### src/rtl/div_unit.sv
// div_unit: radix-2 restoring divider for RV32M DIV/DIVU/REM/REMU.
// Optional leading-zero early-out is enabled by defining DIV_EARLY_OUT_EN.
module div_unit #(
    parameter int XLEN = 32
) (
    input  logic            CLK,
    input  logic            RST,
    input  logic            FlushE,
    input  logic            DivStartE,
    input  logic            DivControlE,
    input  logic            RemE,
    input  logic [XLEN-1:0] SrcAE,
    input  logic [XLEN-1:0] SrcBE,
    output logic [XLEN-1:0] DivResultE,
    output logic            DivBusy,
    output logic            DivDone
);

    localparam int CW = $clog2(XLEN) + 1;

    typedef enum logic [2:0] {
        IDLE,
        PREP,
        RUN,
        FIX,
        DONE
    } state_t;

    state_t          state_q, state_d;
    logic [XLEN-1:0] opa_q, opa_d;
    logic [XLEN-1:0] opb_q, opb_d;
    logic [XLEN-1:0] wr_q, wr_d;
    logic [XLEN-1:0] hq_q, hq_d;
    logic [XLEN-1:0] hr_q, hr_d;
    logic [CW-1:0]   cnt_q, cnt_d;
    logic            ctl_q, ctl_d;
    logic            sq_q, sq_d;
    logic            sr_q, sr_d;

    logic            neg_a, neg_b;
    logic [XLEN-1:0] mag_a, mag_b;
    logic [XLEN:0]   rsh, diff;
    logic [XLEN-1:0] step_q, step_r;
    logic [XLEN-1:0] wq_init;
    logic [CW-1:0]   n_init;
    logic            ovf;

`ifdef DIV_EARLY_OUT_EN
    logic [CW-1:0]   lz;

    function automatic logic [CW-1:0] lzc(input logic [XLEN-1:0] v);
        lzc = CW'(XLEN);
        for (int i = 0; i < XLEN; i++) begin
            if (v[i]) lzc = CW'(XLEN - 1 - i);
        end
    endfunction
`endif

    // Operand magnitudes, one restoring step, and the PREP loop setup
    always_comb begin
        neg_a = ctl_q & opa_q[XLEN-1];
        neg_b = ctl_q & opb_q[XLEN-1];
        mag_a = neg_a ? (~opa_q + 1'b1) : opa_q;
        mag_b = neg_b ? (~opb_q + 1'b1) : opb_q;
        ovf   = ctl_q
              & (opa_q == {1'b1, {(XLEN-1){1'b0}}})
              & (&opb_q);
        rsh   = {wr_q, opa_q[XLEN-1]};
        diff  = rsh - {1'b0, opb_q};
        if (!diff[XLEN]) begin
            step_r = diff[XLEN-1:0];
            step_q = {opa_q[XLEN-2:0], 1'b1};
        end else begin
            step_r = rsh[XLEN-1:0];
            step_q = {opa_q[XLEN-2:0], 1'b0};
        end
`ifdef DIV_EARLY_OUT_EN
        lz      = lzc(mag_a);
        n_init  = CW'(XLEN) - lz;
        if (n_init == '0) n_init = CW'(1);
        wq_init = mag_a << lz;
`else
        n_init  = CW'(XLEN);
        wq_init = mag_a;
`endif
    end

    // Next-state and datapath updates; flush overrides everything
    always_comb begin
        state_d = state_q;
        opa_d   = opa_q;
        opb_d   = opb_q;
        wr_d    = wr_q;
        hq_d    = hq_q;
        hr_d    = hr_q;
        cnt_d   = cnt_q;
        ctl_d   = ctl_q;
        sq_d    = sq_q;
        sr_d    = sr_q;
        if (FlushE) begin
            state_d = IDLE;
        end else begin
            unique case (state_q)
                IDLE, DONE: begin
                    state_d = IDLE;
                    if (DivStartE) begin
                        state_d = PREP;
                        opa_d   = SrcAE;
                        opb_d   = SrcBE;
                        ctl_d   = DivControlE;
                    end
                end
                PREP: begin
                    sq_d  = neg_a ^ neg_b;
                    sr_d  = neg_a;
                    cnt_d = n_init;
                    if (opb_q == '0) begin
                        hq_d    = '1;
                        hr_d    = opa_q;
                        state_d = DONE;
                    end else if (ovf) begin
                        hq_d    = opa_q;
                        hr_d    = '0;
                        state_d = DONE;
                    end else begin
                        opa_d   = wq_init;
                        opb_d   = mag_b;
                        wr_d    = '0;
                        state_d = (n_init == CW'(1)) ? FIX : RUN;
                    end
                end
                RUN: begin
                    opa_d = step_q;
                    wr_d  = step_r;
                    cnt_d = cnt_q - CW'(1);
                    if (cnt_q == CW'(2)) state_d = FIX;
                end
                FIX: begin
                    // Final iteration folded in with the sign fix-up
                    cnt_d   = '0;
                    opa_d   = step_q;
                    wr_d    = step_r;
                    hq_d    = sq_q ? (~step_q + 1'b1) : step_q;
                    hr_d    = sr_q ? (~step_r + 1'b1) : step_r;
                    state_d = DONE;
                end
                default: state_d = IDLE;
            endcase
        end
    end

    // State and datapath registers
    always_ff @(posedge CLK or negedge RST) begin
        if (!RST) begin
            state_q <= IDLE;
            opa_q   <= '0;
            opb_q   <= '0;
            wr_q    <= '0;
            hq_q    <= '0;
            hr_q    <= '0;
            cnt_q   <= '0;
            ctl_q   <= 1'b0;
            sq_q    <= 1'b0;
            sr_q    <= 1'b0;
        end else begin
            state_q <= state_d;
            opa_q   <= opa_d;
            opb_q   <= opb_d;
            wr_q    <= wr_d;
            hq_q    <= hq_d;
            hr_q    <= hr_d;
            cnt_q   <= cnt_d;
            ctl_q   <= ctl_d;
            sq_q    <= sq_d;
            sr_q    <= sr_d;
        end
    end

    assign DivBusy    = (state_q == PREP) | (state_q == RUN) | (state_q == FIX);
    assign DivDone    = (state_q == DONE);
    assign DivResultE = RemE ? hr_q : hq_q;

endmodule
### config.mk
export PLATFORM = sky130hd
export DESIGN_NAME = div_unit
export DESIGN_NICKNAME = d
export VERILOG_FILES = /design/src/rtl/div_unit.sv
export SDC_FILE = /design/constraint.sdc
export NUM_CORES = 1
export LEC_CHECK = 0
export BUFFER_PORTS_ARGS = -buffer_cell sky130_fd_sc_hd__buf_4
export CELL_PAD_IN_SITES_DETAIL_PLACEMENT = 0
export CELL_PAD_IN_SITES_GLOBAL_PLACEMENT = 1
export CORE_ASPECT_RATIO = 1.4
export CORE_MARGIN = 8
export CORE_UTILIZATION = 50
export CTS_BUF_LIST = sky130_fd_sc_hd__clkbuf_16
export DETAILED_ROUTE_END_ITERATION = 10
export PLACE_DENSITY_LB_ADDON = 0.1
export SLEW_MARGIN = 40
export SYNTH_ARGS = -nofsm -noshare
export SYNTH_HDL_FRONTEND = slang
export SYNTH_SLANG_ARGS = --single-unit
### constraint.sdc
create_clock -name CLK -period 10.5 [get_ports CLK]
set_input_delay 0 -clock CLK [delete_from_list [all_inputs] [get_ports CLK]]
set_output_delay 0 -clock CLK [all_outputs]
set_load 0.005 [all_outputs]
==> impl_results.md <==
- Clock buffers created by TritonCTS: 17
- Maximum fanout encountered on the critical timing path: 43
- Ratio of final minimum period to clock period: 57.2%
- Global Route met2 Usage: a little over half
- Commonest non-fill, non-tap cells in the layout: 207 x o21ai_0, 178 x nand2_1, 171 x dfrtp_1
- Die Area: 32500 um^2
- Syn Nets: between 1500 and 2000
- Clock net sink count: roughly 170
- Commonest non-fill, non-tap cell in the layout: o21ai_0
- Hold Worst Slack: 20.7 ps
- Std-Cell Core Area: 26700 um^2
- Final non-filler cell area: 15600 um^2
- Path type of the worst min-delay path: in -> reg
- Run status: complete, no violations
- Hold path start: SrcBE[11]
- GRT overflow: 0
- Mean number of vias per cell: between 6 and 7
- Global placement routability congestion: 0.946
- Pin count of the biggest net entering global routing: 74
- Seq cells post-synth: about 170
- Switching Fraction: 41.7%
- GR met3 Demand/Resource: under 10%
- Clock network fraction of total power: roughly a quarter
- Logic depth of the worst register-to-register path: 20
- Antenna violation net count after detailed routing: 0
- Worst slew margin: 43.5%
- First-pass DRT Iterations: 6
- Setup crit end kind: flip-flop
- Net load switching power: ~1.2 mW
- Detailed-route via count: 13800
- Placed Instances: approximately 2100
- Number of enable-type register cells in the synthesized netlist: 0
- Async set-reset flop share out of synthesis: 100%
- Initial Utilization: 50.4%
- Via count of the first global-routing pass: between 10000 and 15000
- Setup repair after global routing missed its margin: false
- Number of nets at the end of the flow: between 1500 and 2000
- Total standard cell area after synthesis: between 10000 and 15000 um^2
- Routed Wire Length: 50100 um
- Top_reg_cell synth: dfrtp_1
- Leakage Power: roughly 6.5 nW
- Count of distinct cell types in the synthesized netlist: 83
- Die height: 210 um
- Total power divided by cell area: 186 nW/um^2
- Number of hold violations in the final report: 0
- Global-route wire length before repair: ~78000 um
- TritonCTS clock tree: built
- Final critical delay including setup and external delays: 6000 ps
- Standard cell area after detailed placement: 14300 um^2
- Number of standard cells after synthesis: 1735
- Filler Cell Count: 2521
- DPL Wire Length: 37100 um
- Hold Path Depth: 5
- Highest clock frequency the design can meet: 167 MHz
- DRC violations left: 0
- Setup clock skew after layout: roughly 11 ps
- End point of the most critical hold path: opb_q[11]
- Violation count after the first detailed-routing iteration: 1127
- Share of the yosys chip area belonging to registers: 31.9%
- Top-level port count: ~100
- Diodes inserted: 0
- Internal Dissipation: about 1.7 mW
- Non-Filler Instances: 2181
- Level count of the clock H-tree: 4
- Clock edge transition at the registers on the reported setup and hold paths: 70 ps
- Data required time of the critical path: 10830 ps
- Met1 track utilization from global routing: 34.7%
- Number of max-slew violations in the final report: 0
- Horizontal extent of the die: between 150 and 200 um
- Area added between synthesis and finish: 15.9%
- Std cell rows: 71
- Final count of negative-setup-slack endpoints: 0
- Worst ir drop on vdd: ~0.00012 V
- Worst Path Class, Setup: reg -> reg
- Later-pin clock latency in the skew report: 440 ps
- Slew of the pin with the lowest slew margin: 838 ps
- Data arrival time of the critical path: 6340 ps
- WL per Instance: roughly 23 um
- Post-CTS setup-driven buffer insertion count: 0
- Number of port buffers: 103
- Crit path launch type: flip-flop
- Source of the worst register-to-register timing path: opa_q[31]
- GRT busiest layer: met2
- Mean post-synth cell area: between 7 and 8 um^2
- Total number of yosys warnings: 0
- Capturing point of the worst reg2reg path: hr_q[24]
- Antenna violations before repair: 0
- Fraction of layout instances using a drive strength above 1: 12.8%
- Overall routing resource usage: 30.8%
- Sequential power share: 37.9%
- Comb power frac: 38.7%
- Max-Cap Viols: 0
- Setup total negative slack: 0 ps
- Worst-case clock buffer depth: 2
- Buffer cell driving the clock tree root: clkbuf_16
- Worst reg-to-reg setup slack: 4500 ps
-- logic make-up (layout without fill, tap and decap cells) --
family | after synthesis | count (layout) | share of synthesized area, %
fa+ha+maj | 40 | 40 | 3.77
simple gates | 611 | 611 | 21.7
buf+inv | 197 | 278 | 5.67
flops | 172 | 172 | 31.9
compound gates | 564 | 564 | 26.0
mux | 74 | 74 | 5.90
xor+xnor | 77 | 77 | 5.00
-- sequential cells by signal, indices dropped and copies added, names as in the netlist --
signal and count:
wr_q 32, sr_q 1, state_q 3, hr_q 32, ctl_q 1, opa_q 32
opb_q 32, cnt_q 6, hq_q 32, sq_q 1
-- layout make-up --
type | count | area (um^2) | share of cell area, %
sequential | 172 | 4310 | 27.6
clock buffer | 17 | 425 | 2.72
clock inverter | 15 | 185 | 1.19
multi-input combinational | 1366 | 8460 | 54.1
inverter | 61 | 229 | 1.47
tap | 365 | 457 | 2.92
timing repair buffer | 185 | 1560 | 10.0
-- critical path: stages (launching register included) --
cell and delay, ps:
dfrtp_1 540, inv_1 120, ha_1 260, fa_1 400, nand2b_1 190, a211oi_2 340, o21a_2 230, a21boi_2 110
o211a_4 270, o211a_2 250, buf_4 280, inv_2 660, nor2_1 80, a21oi_1 250, ha_1 270, nand3b_1 100
mux2_4 310, nor4_1 630, a31oi_1 240, xnor2_1 190, a21o_1 180
-- through the flow --
step	setup WS (ps)	power, mW	utilization [%]
detailed placement	4540	2.19	53.6
finish	4500	2.91	58.4
CTS	4530	2.89	58.3
global placement	4720	2.17	53.5
global route	4100	3.07	58.4
floorplan	5300	1.78	-
-- timing repair --
action,CTS,global route
hold endpoints to repair,119,0
gates resized for setup,0,0
hold buffers,66,0
-- worst max-delay path by stage --
| stage | from | endpoint | depth (start not counted) |
|---|---|---|---|
| floorplan | opa_q[31] | hr_q[30] | 23 |
| global placement | opa_q[31] | hr_q[30] | 20 |
| detailed placement | opa_q[31] | hr_q[24] | 20 |
| CTS | opa_q[31] | hr_q[24] | 20 |
| global route | opa_q[31] | hr_q[24] | 20 |
| finish | opa_q[31] | hr_q[24] | 20 |
-- per-layer routing --
metal / wire [um] / share of wire (%)
met2: 25100 / 50
met5: 0 / 0
met3: 2190 / 4.4
met4: 3860 / 7.7
met1: 19000 / 38
-- power groups by stage --
stage / combinational (mW) / clock, mW / sequential [mW]
after floorplan: 0.848 / 0 / 0.928
after global placement: 1.08 / 0 / 1.09
after detailed placement: 1.09 / 0 / 1.10
after CTS: 1.12 / 0.687 / 1.09
after global routing: 1.24 / 0.708 / 1.12
final: 1.12 / 0.680 / 1.10
-- Yosys cell counts, drive strengths merged (11+ instances only) --
library cell,n,area share [%]
a21oi,111,4.2
a222oi,14,1.0
inv,60,1.7
o22ai,53,2.5
ha,39,3.6
or2,11,0.51
mux2i,34,2.5
o21ai,221,8.2
buf,28,0.97
nor4,26,1.3
dfrtp,172,32
nand2,181,5.1
a221oi,34,2.3
a211oi,14,0.82
a22oi,15,0.84
xor2,23,1.5
or3,19,0.92
xnor2,54,3.5
mux2,40,3.4
nand4,23,1.1
a31oi,20,0.93
and2,11,0.51
and3,23,1.1
nor2,164,4.6
nor3,65,2.5
clkbuf,108,3.0
nand3,45,1.7
(Power assumes the default switching activity.)
